### src/rtl/bp_sacc_he_dma_sequencer.sv
// Purpose : sequences DMA fills of the HE sample scratchpads (u, e1, m_e0) from
//           memory using 4-byte uncached reads with bounded outstanding credits.
// Latency : start -> first read request 1 cycle; last response at t -> last SPM
//           write at t+1 -> done_o at t+2.
// Backpressure: requests held stable until mem_cmd_yumi_i; responses are never
//           stalled (mem_resp_ready_o tied high).
//
// Ports:
//   clk_i, reset_n_i (async, active-low)
//   CSR side  : start_i, base_addr_i, length_i, spm_sel_i, clear_i,
//               busy_o, done_o, err_o, words_done_o
//   Memory    : mem_cmd_v_o/mem_cmd_addr_o/mem_cmd_yumi_i,
//               mem_resp_v_i/mem_resp_data_i/mem_resp_ready_o
//   SPM write : spm_w_v_o, spm_sel_o, spm_addr_o, spm_data_o
//   Optional  : cycles_o (32b), present only when BP_SACC_HE_DMA_PERF_EN is
//               defined; counts ISSUE+DRAIN cycles, resets on start, saturates.

module bp_sacc_he_dma_sequencer #(
  parameter int paddr_width_p     = 40,
  parameter int data_width_p      = 32,
  parameter int spm_els_p         = 4096,
  parameter int spm_sel_width_p   = 2,
  parameter int max_outstanding_p = 4
) (
  input  logic                           clk_i,
  input  logic                           reset_n_i,

  input  logic                           start_i,
  input  logic [paddr_width_p-1:0]       base_addr_i,
  input  logic [$clog2(spm_els_p):0]     length_i,
  input  logic [spm_sel_width_p-1:0]     spm_sel_i,
  input  logic                           clear_i,
  output logic                           busy_o,
  output logic                           done_o,
  output logic                           err_o,
  output logic [$clog2(spm_els_p):0]     words_done_o,

  output logic                           mem_cmd_v_o,
  output logic [paddr_width_p-1:0]       mem_cmd_addr_o,
  input  logic                           mem_cmd_yumi_i,
  input  logic                           mem_resp_v_i,
  input  logic [data_width_p-1:0]        mem_resp_data_i,
  output logic                           mem_resp_ready_o,

  output logic                           spm_w_v_o,
  output logic [spm_sel_width_p-1:0]     spm_sel_o,
  output logic [$clog2(spm_els_p)-1:0]   spm_addr_o,
  output logic [data_width_p-1:0]        spm_data_o
`ifdef BP_SACC_HE_DMA_PERF_EN
  ,
  output logic [31:0]                    cycles_o
`endif
);

  localparam int lg_els_lp = $clog2(spm_els_p);
  localparam int len_w_lp  = lg_els_lp + 1;
  localparam int out_w_lp  = $clog2(max_outstanding_p + 1);

  localparam logic [len_w_lp-1:0]        max_len_lp   = len_w_lp'(spm_els_p);
  localparam logic [out_w_lp-1:0]        max_out_lp   = out_w_lp'(max_outstanding_p);
  localparam logic [spm_sel_width_p-1:0] sel_rsvd_lp  = spm_sel_width_p'(3);
  localparam logic [paddr_width_p-1:0]   word_mask_lp = ~paddr_width_p'(3);

  typedef enum logic [1:0] {IDLE, ISSUE, DRAIN, DONE} state_e;

  state_e                     state_q,   state_d;
  logic [paddr_width_p-1:0]   base_q,    base_d;
  logic [len_w_lp-1:0]        len_q,     len_d;
  logic [spm_sel_width_p-1:0] sel_q,     sel_d;
  logic [len_w_lp-1:0]        issued_q,  issued_d;
  logic [len_w_lp-1:0]        written_q, written_d;
  logic [out_w_lp-1:0]        outst_q,   outst_d;
  logic                       busy_q,    busy_d;
  logic                       done_q,    done_d;
  logic                       err_q,     err_d;
  logic                       wr_v_q,    wr_v_d;
  logic [data_width_p-1:0]    wr_data_q, wr_data_d;
`ifdef BP_SACC_HE_DMA_PERF_EN
  logic [31:0]                cycles_q,  cycles_d;
`endif

  logic                fire, resp_ok, resp_bad, start_ok, bad_cfg;
  logic [len_w_lp-1:0] len_clamp, written_n;
  logic [out_w_lp-1:0] outst_n;

  // Request valid/address are pure functions of registered state, so they
  // stay stable while the memory side withholds yumi.
  assign mem_cmd_v_o    = (state_q == ISSUE) && (issued_q < len_q) && (outst_q < max_out_lp);
  assign mem_cmd_addr_o = base_q + paddr_width_p'({issued_q, 2'b00});

  assign fire      = mem_cmd_v_o & mem_cmd_yumi_i;
  // A response with nothing in flight is dropped and flagged.
  assign resp_ok   = mem_resp_v_i & (outst_q != '0);
  assign resp_bad  = mem_resp_v_i & (outst_q == '0);
  assign start_ok  = start_i & ((state_q == IDLE) | (state_q == DONE));
  assign bad_cfg   = (spm_sel_i == sel_rsvd_lp) | (length_i > max_len_lp);
  assign len_clamp = (length_i > max_len_lp) ? max_len_lp : length_i;

  // Counter values after this cycle's events; completion is judged on these
  // so done_o rises the cycle after the last SPM write.
  assign written_n = written_q + len_w_lp'(wr_v_q);
  assign outst_n   = outst_q + out_w_lp'(fire) - out_w_lp'(resp_ok);

  always_comb begin
    state_d   = state_q;
    base_d    = base_q;
    len_d     = len_q;
    sel_d     = sel_q;
    issued_d  = issued_q + len_w_lp'(fire);
    written_d = written_n;
    outst_d   = outst_n;
    done_d    = done_q;
    err_d     = err_q;
    wr_v_d    = resp_ok;
    wr_data_d = resp_ok ? mem_resp_data_i : wr_data_q;
`ifdef BP_SACC_HE_DMA_PERF_EN
    cycles_d  = cycles_q;
    if (((state_q == ISSUE) || (state_q == DRAIN)) && (cycles_q != '1)) begin
      cycles_d = cycles_q + 32'd1;
    end
`endif

    if (clear_i) begin
      done_d = 1'b0;
      err_d  = 1'b0;
    end
    if (resp_bad) begin
      err_d = 1'b1;
    end

    case (state_q)
      IDLE, DONE: begin
        if (state_q == DONE) begin
          state_d = IDLE;
        end
        if (start_ok) begin
          base_d    = base_addr_i & word_mask_lp;
          sel_d     = (spm_sel_i == sel_rsvd_lp) ? '0 : spm_sel_i;
          len_d     = len_clamp;
          issued_d  = '0;
          written_d = '0;
          outst_d   = '0;
          done_d    = 1'b0;
          err_d     = err_d | bad_cfg;
`ifdef BP_SACC_HE_DMA_PERF_EN
          cycles_d  = '0;
`endif
          if (len_clamp == '0) begin
            state_d = DONE;
            done_d  = 1'b1;
          end else begin
            state_d = ISSUE;
          end
        end
      end
      ISSUE: begin
        if (start_i) begin
          err_d = 1'b1;
        end
        if (issued_q == len_q) begin
          if ((written_n == len_q) && (outst_n == '0)) begin
            state_d = DONE;
            done_d  = 1'b1;
          end else begin
            state_d = DRAIN;
          end
        end
      end
      DRAIN: begin
        if (start_i) begin
          err_d = 1'b1;
        end
        if ((written_n == len_q) && (outst_n == '0)) begin
          state_d = DONE;
          done_d  = 1'b1;
        end
      end
      default: state_d = IDLE;
    endcase

    busy_d = (state_d == ISSUE) || (state_d == DRAIN);
  end

  always_ff @(posedge clk_i or negedge reset_n_i) begin
    if (!reset_n_i) begin
      state_q   <= IDLE;
      base_q    <= '0;
      len_q     <= '0;
      sel_q     <= '0;
      issued_q  <= '0;
      written_q <= '0;
      outst_q   <= '0;
      busy_q    <= 1'b0;
      done_q    <= 1'b0;
      err_q     <= 1'b0;
      wr_v_q    <= 1'b0;
      wr_data_q <= '0;
`ifdef BP_SACC_HE_DMA_PERF_EN
      cycles_q  <= '0;
`endif
    end else begin
      state_q   <= state_d;
      base_q    <= base_d;
      len_q     <= len_d;
      sel_q     <= sel_d;
      issued_q  <= issued_d;
      written_q <= written_d;
      outst_q   <= outst_d;
      busy_q    <= busy_d;
      done_q    <= done_d;
      err_q     <= err_d;
      wr_v_q    <= wr_v_d;
      wr_data_q <= wr_data_d;
`ifdef BP_SACC_HE_DMA_PERF_EN
      cycles_q  <= cycles_d;
`endif
    end
  end

  assign busy_o           = busy_q;
  assign done_o           = done_q;
  assign err_o            = err_q;
  assign words_done_o     = written_q;
  assign mem_resp_ready_o = 1'b1;
  assign spm_w_v_o        = wr_v_q;
  assign spm_sel_o        = sel_q;
  assign spm_addr_o       = written_q[lg_els_lp-1:0];
  assign spm_data_o       = wr_data_q;
`ifdef BP_SACC_HE_DMA_PERF_EN
  assign cycles_o         = cycles_q;
`endif

endmodule
### config.mk
export PLATFORM = sky130hd
export DESIGN_NAME = bp_sacc_he_dma_sequencer
export DESIGN_NICKNAME = d
export VERILOG_FILES = /design/src/rtl/bp_sacc_he_dma_sequencer.sv
export SDC_FILE = /design/constraint.sdc
export NUM_CORES = 1
export LEC_CHECK = 0
export BUFFER_PORTS_ARGS = -buffer_cell sky130_fd_sc_hd__buf_2
export CAP_MARGIN = 20
export CORE_ASPECT_RATIO = 2
export CORE_UTILIZATION = 54
export CTS_BUF_LIST = sky130_fd_sc_hd__clkbuf_4 sky130_fd_sc_hd__clkbuf_8
export CTS_CLUSTER_DIAMETER = 150
export DETAILED_ROUTE_END_ITERATION = 8
export GPL_TIMING_DRIVEN = 1
export PLACE_DENSITY = 0.83
export SYNTH_ARGS = -nofsm -noshare
export SYNTH_HDL_FRONTEND = slang
export SYNTH_SLANG_ARGS = --single-unit
### constraint.sdc
create_clock -name clk_i -period 5.2 [get_ports clk_i]
set_clock_uncertainty 0.2 [all_clocks]
set_input_delay 1.56 -clock clk_i [delete_from_list [all_inputs] [get_ports clk_i]]
set_output_delay 1.56 -clock clk_i [all_outputs]
set_load 0.05 [all_outputs]
* Word level (Yosys, flattened, before mapping)
Index checks and enable logic that the tools add are counted.
** Operators by class
- Add/sub/neg operators :: 5
- Multipliers :: 0
- Div/mod/pow operators :: 0
- Magnitude comparators :: 3
- Equality and inequality tests :: 8
- Shift operators :: 0
- Mux-type cells :: 26
- Bitwise operators :: 7
- Reduce and logical (&&, ||, !) cells :: 12
** Operator list (number)
- two-way mux 13 bit :: 5
- adder 40 x 15 -> 40 bit :: 1
- adder 13 x 1 -> 13 bit :: 2
- equality test 13 bit :: 2
- > comparator 13 bit, second input constant :: 1
- logical NOT 13 bit :: 1
- less-than comparator 13 bit :: 1
- two-way mux 2 bit :: 6
- two-way mux 1 bit :: 10
- equality test 2 bit, second input constant :: 4
- logical NOT 3 bit :: 2
- two-way mux 3 bit :: 2
- one-hot mux 2 bit (3 select lines) :: 1
- bitwise AND 1 bit :: 4
- equality test 2 x 1 -> 1 bit, second input constant :: 2
- OR reduction 2 bit :: 2
- adder 3 x 1 -> 3 bit :: 1
- logical AND 1 bit :: 3
- less-than comparator 3 bit, second input constant :: 1
- OR 1 bit :: 3
- one-hot mux 1 bit (3 select lines) :: 1
- nonzero test 3 bit :: 1
- subtractor 3 x 1 -> 3 bit :: 1
- logical NOT 2 bit :: 1
- 3 further kinds :: 3
** Word-level totals
- Flip-flop bits (word level) :: 120
- Latch bits :: 0
- RAM bits :: 0
- Memory bits (read-only) :: 0
- Output and inout port bits :: 105
- Memories :: 0

* Longest topological paths before layout
Gate-level depths: netlist (run 1).
- Word-level depth :: 13
- Mapped depth :: 22

* Worst setup path before layout (run 1)
OpenSTA, ideal clock, no wires.
- Path type :: input -> register
- From :: input mem_resp_v_i
- To :: register done_q, in the netlist done_o
- Library setup time :: 0.065 ns
- Arrival :: 4.743 ns
- Data required time :: 4.935 ns
- Setup slack :: 0.191 ns
- Stages :: 15
- Buffers on the path :: 2
- Path through :: nand2b_1 -> clkbuf_1 -> inv_1 -> buf_1 -> ha_1 -> inv_1 -> ha_1 -> inv_1 -> fa_1 -> nor4b_4 -> o311ai_1 -> or4_1 -> or4_4 -> a2bb2oi_1 -> o22a_1
** Between the ends
- Word-level cells in the longest chain between the ends :: 7
** Ends and longest elaborated chain
- start, declared :: RTL line 41 : input logic mem_resp_v_i,
- bitwise AND 1 bit (*) :: RTL line 93 : assign resp_ok = mem_resp_v_i & (outst_q != '0);
- named net resp_ok :: RTL line 82 : logic fire, resp_ok, resp_bad, start_ok, bad_cfg;
- subtractor 3 x 1 -> 3 bit (*) :: RTL line 102 : assign outst_n = outst_q + out_w_lp'(fire) - out_w_lp'(resp_ok);
- logical NOT 3 bit (*) :: RTL line 161, 173
- logical AND 1 bit (*) :: RTL line 161, 173
- two-way mux 1 bit (*) :: RTL line 161, 173
- two-way mux 1 bit :: RTL line 160 : if (issued_q == len_q) begin
- one-hot mux 1 bit (3 select lines) (*) :: RTL line 131 : case (state_q)
- named net done_d :: RTL line 74 : logic done_q, done_d;
- end signal, assigned :: RTL line 210 : done_q <= done_d;
- end, declared :: RTL line 74
The timed path passes the listed nets; every way through them passes the cells marked *.
A chain may end at the register's enable or synchronous reset.

* Final worst setup path (run 1)
- From :: register issued_q[0]
- To :: output mem_cmd_addr_o[32]
** Between the ends
- Word-level cells in the longest chain between the ends :: 1
** Ends and longest elaborated chain
- start, declared :: RTL line 70 : logic [len_w_lp-1:0] issued_q, issued_d;
- start signal, assigned :: RTL line 206 : issued_q <= issued_d;
- adder 40 x 15 -> 40 bit :: RTL line 89 : assign mem_cmd_addr_o = base_q + paddr_width_p'({issued_q, 2'b00});
- end, declared :: RTL line 39 : output logic [paddr_width_p-1:0] mem_cmd_addr_o,
No other way between the ends.

==> results of run 1 <==
==> worst max-delay path: stages, from the launching register on <==
cell and delay [ps]:
sky130_fd_sc_hd__dfrtp_1 390, sky130_fd_sc_hd__ha_1 180, sky130_fd_sc_hd__inv_1 60, sky130_fd_sc_hd__fa_2 350
sky130_fd_sc_hd__nor2b_1 120, sky130_fd_sc_hd__o21ai_1 90, sky130_fd_sc_hd__a21boi_1 180, sky130_fd_sc_hd__o21ai_1 120
sky130_fd_sc_hd__a21oi_2 150, sky130_fd_sc_hd__o21a_2 190, sky130_fd_sc_hd__a221oi_4 90, sky130_fd_sc_hd__buf_12 160
sky130_fd_sc_hd__nor4b_1 340, sky130_fd_sc_hd__xor2_1 170, sky130_fd_sc_hd__clkbuf_4 240
==> cells by family after synthesis <==
family / after synthesis / share of synthesized area
other cells: 2 / 0.00113
flops: 120 / 0.452
xor+xnor: 67 / 0.0884
fa+ha+maj: 37 / 0.0720
compound gates: 75 / 0.0740
simple gates: 390 / 0.263
buf+inv: 72 / 0.0494
==> cell usage in the layout (no fill, tap or decap), types with 15 or more instances in the layout <==
cell type and count:
sky130_fd_sc_hd__a21oi_1 15, sky130_fd_sc_hd__buf_2 179, sky130_fd_sc_hd__buf_4 21, sky130_fd_sc_hd__clkbuf_8 17, sky130_fd_sc_hd__dfrtp_1 119, sky130_fd_sc_hd__ha_1 35
sky130_fd_sc_hd__inv_1 29, sky130_fd_sc_hd__nand2_1 253, sky130_fd_sc_hd__nand3_1 22, sky130_fd_sc_hd__nor2_1 35, sky130_fd_sc_hd__o21ai_0 20, sky130_fd_sc_hd__xnor2_1 33
sky130_fd_sc_hd__xor2_1 34
==> cell usage after synthesis (7+ instances only) <==
library cell and number:
sky130_fd_sc_hd__and3_1 8, sky130_fd_sc_hd__o22ai_1 9, sky130_fd_sc_hd__ha_1 35, sky130_fd_sc_hd__nand3_1 22
sky130_fd_sc_hd__o21ai_0 22, sky130_fd_sc_hd__xor2_1 34, sky130_fd_sc_hd__nor3_1 10, sky130_fd_sc_hd__xnor2_1 33
sky130_fd_sc_hd__and2_1 9, sky130_fd_sc_hd__a21oi_1 16, sky130_fd_sc_hd__dfrtp_1 120, sky130_fd_sc_hd__clkbuf_1 23
sky130_fd_sc_hd__nand2_1 253, sky130_fd_sc_hd__nor2_1 35, sky130_fd_sc_hd__nand4_1 7, sky130_fd_sc_hd__inv_1 30
sky130_fd_sc_hd__nand3b_1 7, sky130_fd_sc_hd__nor2b_1 7, sky130_fd_sc_hd__buf_4 15
==> flip-flops by register name (all words and copies together) (netlist names) <==
signal,cells
base_q,38
spm_data_o,32
issued_q,13
len_q,13
words_done_o,13
outst_q,3
spm_sel_o,2
state_q,2
busy_o,1
done_o,1
err_o,1
spm_w_v_o,1
==> per-stage QoR <==
| stage | worst slack [ps] | power [µW] |
|---|---|---|
| after floorplan | 191 | 3880 |
| after global placement | 272 | 4500 |
| after global routing | -29.5 | 5680 |
| after CTS | 16.2 | 5330 |
| final | 165 | 5340 |
| after detailed placement | 250 | 4570 |
==> how the worst max path moves through the flow <==
stage	endpoint	cells after the start
2_1_floorplan	done_o	15
3_3_place_gp	mem_cmd_addr_o[39]	11
3_5_place_dp	busy_o	21
4_1_cts	mem_cmd_addr_o[37]	11
5_1_grt	mem_cmd_addr_o[32]	14
6_report	mem_cmd_addr_o[32]	14
==> area by class of cell <==
class / instances / area, µm²
tap: 147 / 184
clock inverter: 14 / 104
inverter: 31 / 116
fill: 1008 / 3860
multi-input combinational: 572 / 3400
timing repair buffer: 208 / 1140
clock buffer: 18 / 241
sequential: 120 / 3000
==> report_power, final <==
part	total [µW]	internal (µW)	switching, µW
combinational	3030	846	2180
sequential	1580	1310	271
clock	735	336	399
total	5340	2490	2850
==> repair_timing <==
item	CTS	global route
hold buffers	0	0
setup buffers	0	6
endpoints found under the hold margin	0	0
endpoints found under the setup margin	16	24
resized for setup	13	20
pin swaps	1	10
==> layer usage <==
metal / global-route usage / vias up / routed length (µm)
met5: 0 / - / 0
met4: 0.114 / 0 / 487
met3: 0.0609 / 28 / 751
met2: 0.510 / 193 / 9270
met1: 0.274 / 2730 / 5860
li1: - / 2860 / -
==> impl_results.md, run 1 <==
* Outcome: completed
* Die span in x at 80.4 µm
* Syn avg cell area at 8.70 µm²
* Largest cells by area after synthesis: sky130_fd_sc_hd__dfrtp_1 45%, sky130_fd_sc_hd__nand2_1 14%, sky130_fd_sc_hd__ha_1 6.6%, sky130_fd_sc_hd__xor2_1 4.5%, sky130_fd_sc_hd__xnor2_1 4.4%
* Achievable Freq at 199 MHz
* Vias in the first global route at 5,843
* ANT nets after route at 0
* Routed wire length at 16,400 µm
* Final number of max-transition violations at 0
* Maximum clock path buffer count at 2
* Starting Density at 0.551
* Buffer type at the clock tree root: sky130_fd_sc_hd__clkbuf_8
* Hold_sp: spm_sel_o[0]
* Cell count after synthesis at 763
* Worst setup slack for register-to-register paths at 290 ps
* Floorplan die area at 0.0128 mm²
* Number of flops mapped to enable cells by yosys at 0
* CTS sink cnt at 120
* Pin count of the biggest net entering global routing at 63
* Count of antenna diodes in the layout at 0
* Signal arrival time at the worst endpoint at 3280 ps
* # Max-Cap Violations at 0
* Number of CTS-inserted buffers at 17
* Worst slew pin tran at 744 ps
* Initial antenna violation count at 0
* Total iterations of the first detailed-routing run at 4
* Total leakage power at 0.00443 µW
* Area of the core at 0.0121 mm²
* Chip Height at 159 µm
* GRT Resource Usage Total at 0.272
* Startpoint Class: register
* Cell Area, Synth at 0.00664 mm²
* Worst setup path class: reg -> out
* Utilization of the core after routing at 0.679
* Clock tree from TritonCTS: yes
* Most instantiated flip-flop cell in the synthesis netlist: sky130_fd_sc_hd__dfrtp_1
* Vias per cell at 5.24
* Endpoint class of the critical path: output pin
* Count of state elements after synthesis at 120
* Power density of the placed cells at 653 mW/mm²
* Area growth, synth to finish at 23.3%
* Setup-violating endpoint count in the final report at 0
* Final std cell area, no fill at 0.00819 mm²
* Data required time at the worst endpoint at 3440 ps
* Maximum level of the CTS H-tree at 4
* Hold/Removal Path Class: reg -> reg
* Non-filler instance count after layout at 1,110
* Biggest area consumer among synthesized cells: sky130_fd_sc_hd__dfrtp_1
* Sequential-to-total area share from yosys stat at 0.452
* Crit Reg-Reg Startpoint: issued_q[0]
* Hpwl dp at 12,300 µm
* R2r worst-path depth at 24
* Remaining global-route overflow at 0
* Placement-stage cell area at 0.00767 mm²
* Crit. Startpoint: issued_q[0]
* Post-detailed-route DRC marker count at 0
* Depth of the worst hold-timing path at 2
* Clock Pin Slew Worst Setup and Hold Paths at 80 ps
* Critical Path Fanout Max at 4
* Global-route wire length before repair at 26,400 µm
* Slew Limit Headroom at 0.504
* Number of warning messages in the yosys log at 0
* Worst IR Drop VDD at 452 µV
* Shortest clock period the worst path allows after layout at 5040 ps
* Worst min-delay path endpoint: spm_sel_o[0]
* RR Endpoint: busy_o
* Number of vias in the routed layout at 5,811
* Total negative slack at 0 ps
* Async set-reset flop share out of synthesis at 1.00
* Insertion delay to the later sink of the worst-skew pair at 440 ps
* Top-level I/O count at 198
* Cells after DPL at 1,072
* Count of final hold-check violations at 0
* Final Wtd Congestion at 0.895
* DRC marker count from the first detailed-route iteration at 200
* Area share of the largest cell type after synthesis at 0.452
* Share of final-layout standard cells stronger than drive strength 1 at 0.274
* Cell row count at 57
* Library cells used by synthesis at 57
* Final net count at 1,080
* Detailed-route wire length per cell at 14.7 µm
* Fraction of the cycle the final worst path needs at 0.968
* Buffers on Ports at 192
* Fin Hold WS at 265 ps
Power figures use the tool's default switching activity.
==> run 2, diff against run 1 <==
- CORE_UTILIZATION: 54 -> 49
- PLACE_DENSITY: 0.83 -> 0.79
- clock period: 5.2 -> 4.25 ns (I/O delays scaled with it)
==> run 2 against run 1 <==
Utilization rose by 5.0 points. Clock-buffer cell count fell by 1. The flow now finishes with violations (design-rule violations, negative setup slack). Clock power rose by 54%. Flip-flop and latch count stayed put. Register-to-register slack got worse by 920 ps. Via count increased by 9.8%. Critical endpoint is now busy_o. Global-route usage is 0.86 points higher. Total power rose by 42%.
==> impl_results.md, run 2 (synthesis gave the netlist of run 1 again) <==
* # Max-Cap Violations at 0
* Count of antenna diodes in the layout at 0
* Non-filler instance count after layout at 1,188
* Power density of the placed cells at 790 mW/mm²
* Area of the core at 0.0131 mm²
* CTS sink cnt at 120
* Buffer type at the clock tree root: sky130_fd_sc_hd__clkbuf_8
* Area growth, synth to finish at 44.3%
* Clock Pin Slew Worst Setup and Hold Paths at 80 ps
* Capturing instance or port of the critical path: busy_o
* Most frequent standard cell in the layout excluding fill and tap cells: sky130_fd_sc_hd__nand2_1
* Number of vias in the routed layout at 6,378
* Final net count at 1,153
* Achievable Freq at 205 MHz
* Setup repair after global routing missed its margin: yes
* Register name with the most flops: base_q
* Outcome: finished, violations left
* Hold/Removal Path Class: reg -> reg
* Worst setup slack for register-to-register paths at -630 ps
* Data required time at the worst endpoint at 4430 ps
* Violated checks: design-rule violations, negative setup slack
* Chip Height at 167 µm
* Number of fill cells at 913
* Initial antenna violation count at 0
* Vias in the first global route at 6,582
* Worst setup path class: reg -> reg
* R2r worst-path depth at 22
* Die span in x at 84.3 µm
* Startpoint Class: register
* Vias per cell at 5.37
* Slew Limit Headroom at 0.542
* Shortest clock period the worst path allows after layout at 4880 ps
* Count of final hold-check violations at 0
* Cells after DPL at 1,136
* Cell row count at 59
* Top-level I/O count at 198
* Worst IR Drop VDD at 615 µV
* Total iterations of the first detailed-routing run at 8
* Crit Reg-Reg Startpoint: issued_q[1]
* Final number of max-transition violations at 0
* Signal arrival time at the worst endpoint at 5060 ps
* Total leakage power at 0.00515 µW
* Placement-stage cell area at 0.00852 mm²
* Final std cell area, no fill at 0.00958 mm²
* Post-detailed-route DRC marker count at 14
* Worst slew pin tran at 686 ps
* Starting Density at 0.505
* Number of CTS-inserted buffers at 17
* Fin Hold WS at 266 ps
* Buffers on Ports at 192
* Crit. Startpoint: issued_q[1]
* Fraction of the cycle the final worst path needs at 1.15
* Maximum level of the CTS H-tree at 4
* Final Wtd Congestion at 0.909
* Global-route wire length before repair at 30,500 µm
* Detailed-route wire length per cell at 16.8 µm
* Flip-flop count of the largest register, all copies and words added at 38
* GRT Resource Usage Total at 0.281
* RR Endpoint: busy_o
* Critical Path Fanout Max at 2
* DRC marker count from the first detailed-route iteration at 322
* Commonest cells after routing, fill and taps aside: 253 x sky130_fd_sc_hd__nand2_1, 162 x sky130_fd_sc_hd__buf_2, 120 x sky130_fd_sc_hd__dfrtp_1
* Endpoint class of the critical path: register
* Share of final-layout standard cells stronger than drive strength 1 at 0.381
* Fin worst setup slack at -627 ps
* Maximum clock path buffer count at 2
* Floorplan die area at 0.0141 mm²
* Hpwl dp at 13,600 µm
* Routed wire length at 19,900 µm
* Clock tree from TritonCTS: yes
* Remaining global-route overflow at 0
* Pin count of the biggest net entering global routing at 51
* ANT nets after route at 0
* Setup-violating endpoint count in the final report at 32
* Insertion delay to the later sink of the worst-skew pair at 450 ps
run 2: cell types whose count changed in the layout (fill, tap and decap cells not counted), sizes merged:
cell,previous run,this run
buf,203,281
clkbuf,23,17
clkinv,10,5
bufinv,0,3
inv,32,35
run 2: worst max-delay path, stage by stage (launching register included):
cell and delay, ps:
sky130_fd_sc_hd__dfrtp_1 410, sky130_fd_sc_hd__buf_6 130, sky130_fd_sc_hd__ha_4 230, sky130_fd_sc_hd__nor2b_1 130
sky130_fd_sc_hd__o21a_1 160, sky130_fd_sc_hd__o21ai_1 110, sky130_fd_sc_hd__nand2b_1 100, sky130_fd_sc_hd__a21oi_2 140
sky130_fd_sc_hd__o21ai_1 70, sky130_fd_sc_hd__a31oi_1 130, sky130_fd_sc_hd__o21a_2 140, sky130_fd_sc_hd__nand2_1 50
sky130_fd_sc_hd__ha_1 280, sky130_fd_sc_hd__inv_1 60, sky130_fd_sc_hd__ha_2 160, sky130_fd_sc_hd__inv_2 40
sky130_fd_sc_hd__fa_1 500, sky130_fd_sc_hd__nor4b_4 210, sky130_fd_sc_hd__o311ai_1 130, sky130_fd_sc_hd__or4_1 520
sky130_fd_sc_hd__or4_4 560, sky130_fd_sc_hd__a21oi_4 190, sky130_fd_sc_hd__xor2_1 150
run 2: stage by stage:
| step | setup WS (ps) | TNS [ps] | total power [µW] | utilization |
|---|---|---|---|---|
| global placement | -456 | -4390 | 5960 | 0.648 |
| CTS | -612 | -13160 | 7430 | 0.715 |
| finish | -627 | -13540 | 7560 | 0.729 |
| detailed placement | -490 | -5860 | 6040 | 0.648 |
| floorplan | -463 | -1280 | 4890 | - |
| global route | -835 | -16810 | 7980 | 0.729 |
run 2: how the worst min path moves through the flow:
| stage | startpoint | endpoint | cells after the start |
|---|---|---|---|
| after floorplan | base_q[10] | base_q[10] | 2 |
| after global placement | spm_sel_o[0] | spm_sel_o[0] | 2 |
| after detailed placement | spm_sel_o[0] | spm_sel_o[0] | 2 |
| after CTS | spm_sel_o[0] | spm_sel_o[0] | 2 |
| after global routing | spm_data_o[12] | spm_data_o[12] | 2 |
| final | spm_sel_o[0] | spm_sel_o[0] | 2 |
run 2: what timing repair did:
action / CTS / global route
endpoints found under the setup margin: 31 / 33
buffers inserted: 13 / 13
cloned: 1 / 0
hold buffers: 0 / 0
pin swaps: 29 / 30
resized for setup: 89 / 36
run 2: where the power goes:
part           switching, µW  internal [µW]
clock                    534            591
combinational           2880           1530
sequential               423           1600
total                   3840           3730
run 2: per-layer routing:
layer	track usage	wire (µm)	vias to the layer above
met1	0.272	6870	3073
met2	0.555	11300	249
met3	0.0421	905	63
met4	0.144	875	0
li1	-	-	2993
met5	0	0	-
run 2: area by class of cell:
| cell class | count | area [µm²] | share of cell area |
|---|---|---|---|
| sequential | 120 | 3000 | 0.313 |
| clock buffer | 17 | 234 | 0.0244 |
| tap | 152 | 190 | 0.0199 |
| inverter | 31 | 116 | 0.0121 |
| timing repair buffer | 281 | 1870 | 0.196 |
| clock inverter | 15 | 191 | 0.0200 |
| multi-input combinational | 572 | 3970 | 0.415 |
==> run 3, diff against run 2 <==
- SETUP_SLACK_MARGIN: not set -> 0.02
==> run 3 against run 2 <==
The flow still finishes with violations (design-rule violations, negative setup slack). Routed wire length is 4.8% lower. Final cell count stayed put. Maximum frequency is 1.9% higher. Clock power is 16% lower. Global-route usage is 1.1 points lower. Setup slack better by 91 ps.
==> impl_results.md, run 3 (synthesis gave the netlist of run 1 again) <==
* Hold/Removal Path Class: reg -> reg
* Cell repeated most along the worst path: sky130_fd_sc_hd__buf_4
* Final net count at 1,154
* # Max-Cap Violations at 0
* Critical Path Fanout Max at 6
* Floorplan die area at 0.0141 mm²
* Starting Density at 0.505
* Area of the core at 0.0131 mm²
* Pre-CTS setup slack at -515 ps
* Fin Hold WS at 268 ps
* Achievable Freq at 209 MHz
* Number of fill cells at 952
* Worst setup path class: reg -> out
* Worst slew pin tran at 949 ps
* Power density of the placed cells at 776 mW/mm²
* Area growth, synth to finish at 41.7%
* DRC marker count from the first detailed-route iteration at 265
* Hpwl dp at 13,400 µm
* Maximum clock path buffer count at 2
* ANT nets after route at 0
* Clock Pin Slew Worst Setup and Hold Paths at 80 ps
* Sequential cell area at 0.00300 mm²
* Area occupied by multi-input gates at 0.00390 mm²
* Outcome: finished, violations left
* Cell-by-cell listing of the critical path: buf_4 -> inv_2 -> fa_2 -> nor2b_1 -> o21ai_1 -> a21boi_1 -> o21ai_1 -> a21oi_2 -> o21a_2 -> a221oi_4 -> buf_4 -> buf_12 -> nor3_2 -> buf_4 -> xor2_4 -> buf_6
* Slew Limit Headroom at 0.367
* Endpoint class of the critical path: output pin
* Cell row count at 59
* CTS sink cnt at 120
* Flip-flop count of the largest register, all copies and words added at 38
* Crit. Startpoint: issued_q[1]
* Count of final hold-check violations at 0
* Routed wire length at 19,000 µm
* Post-detailed-route DRC marker count at 12
* Number of CTS-inserted buffers at 17
* Startpoint Class: register
* Depth of the worst hold-timing path at 2
* Utilization of the core after routing at 0.716
* Total iterations of the first detailed-routing run at 7
* Violated checks: design-rule violations, negative setup slack
* Commonest cells after routing, fill and taps aside: 253 x sky130_fd_sc_hd__nand2_1, 162 x sky130_fd_sc_hd__buf_2, 120 x sky130_fd_sc_hd__dfrtp_1
* Vias in the first global route at 6,502
* Most frequent standard cell in the layout excluding fill and tap cells: sky130_fd_sc_hd__nand2_1
* Clock tree from TritonCTS: yes
* Fraction of the cycle the final worst path needs at 1.13
* Data required time at the worst endpoint at 2770 ps
* Number of vias in the routed layout at 6,286
* Vias per cell at 5.29
* Chip Height at 167 µm
* Hold_sp: spm_sel_o[0]
* Remaining global-route overflow at 0
* Final Wtd Congestion at 0.894
* Share of final-layout standard cells stronger than drive strength 1 at 0.377
* Critical Path Slowest Stage Cell: sky130_fd_sc_hd__dfrtp_1
* Longest individual stage delay on the worst path at 410 ps
* Setup-violating endpoint count in the final report at 30
* Maximum level of the CTS H-tree at 4
* Shortest clock period the worst path allows after layout at 4790 ps
* Fin worst setup slack at -536 ps
* GRT Resource Usage Total at 0.269
* Die span in x at 84.3 µm
* Total leakage power at 0.00506 µW
* Buffers on Ports at 192
* Register name with the most flops: base_q
* Insertion delay to the later sink of the worst-skew pair at 430 ps
* Pin count of the biggest net entering global routing at 121
* Detailed-route wire length per cell at 16.0 µm
* Global-route wire length before repair at 29,600 µm
* Worst setup slack for register-to-register paths at -430 ps
* Count of antenna diodes in the layout at 0
* R2r worst-path depth at 21
* Signal arrival time at the worst endpoint at 3310 ps
* RR Endpoint: busy_o
* Final number of max-transition violations at 0
* Top-level I/O count at 198
* Worst min-delay path endpoint: spm_sel_o[0]
* Setup repair after global routing missed its margin: yes
* Crit Reg-Reg Startpoint: issued_q[1]
* Worst IR Drop VDD at 799 µV
* Initial antenna violation count at 0
* Buffer type at the clock tree root: sky130_fd_sc_hd__clkbuf_8
run 3: cell count changes in the layout (fill, tap and decap cells not counted), moves of 2 or more:
cell                         change
sky130_fd_sc_hd__clkinv_2        +2
sky130_fd_sc_hd__buf_4          +10
sky130_fd_sc_hd__inv_6           -4
sky130_fd_sc_hd__clkinvlp_4      +2
sky130_fd_sc_hd__bufinv_16       -2
sky130_fd_sc_hd__nor3_4          -3
sky130_fd_sc_hd__nor3_2          +3
sky130_fd_sc_hd__buf_6           -8
run 3: cell type report:
class / count / area share
clock buffer: 17 / 0.0249
clock inverter: 14 / 0.0138
inverter: 31 / 0.0124
multi-input combinational: 572 / 0.414
sequential: 120 / 0.319
tap: 152 / 0.0202
timing repair buffer: 282 / 0.195
run 3: repair_timing:
item	in CTS	in global routing
gates cloned	1	0
setup buffers	11	9
gates resized for setup	76	32
hold buffers	0	0
setup endpoints to repair	31	31
pin swaps	17	12
run 3: worst max-delay path: cells and delay by family (launching register included):
kind / cells / cell delay [ps]
fa+ha+maj: 1 / 360
buf+inv: 6 / 840
compound gates: 6 / 830
flops: 1 / 410
xor+xnor: 1 / 140
simple gates: 2 / 300
run 3: metrics by stage:
step           instance area (µm²)  total power (µW)  TNS (ps)  std cells
3_5_place_dp                  8490              6020     -5690       1137
3_3_place_gp                  8490              5920     -4660       1137
6_report                      9410              7300    -11380       1188
4_1_cts                       9240              7200    -10930       1180
5_1_grt                       9410              7720    -15880       1188
2_1_floorplan                 7000              4880     -1250        764
run 3: how the worst max path moves through the flow:
stage                               to  slack [ps]  cells after the start
finish              mem_cmd_addr_o[24]        -540                     16
global route                    busy_o        -660                     22
CTS                 mem_cmd_addr_o[38]        -540                     15
detailed placement              busy_o        -510                     21
global placement                busy_o        -450                     21
floorplan                       busy_o        -460                     21
run 3: where the power goes:
part	internal [µW]	leakage, µW	switching, µW	total, µW
logic	1510	0.00336	2820	4330
clock network	461	0.000170	493	953
registers	1600	0.00153	417	2020
run 3: routing by layer:
layer,up-vias,GRT usage,routed length [µm]
li1,3012,-,-
met1,2983,0.263,6660
met2,241,0.522,10700
met3,50,0.0466,903
met4,0,0.144,689
met5,-,0,0
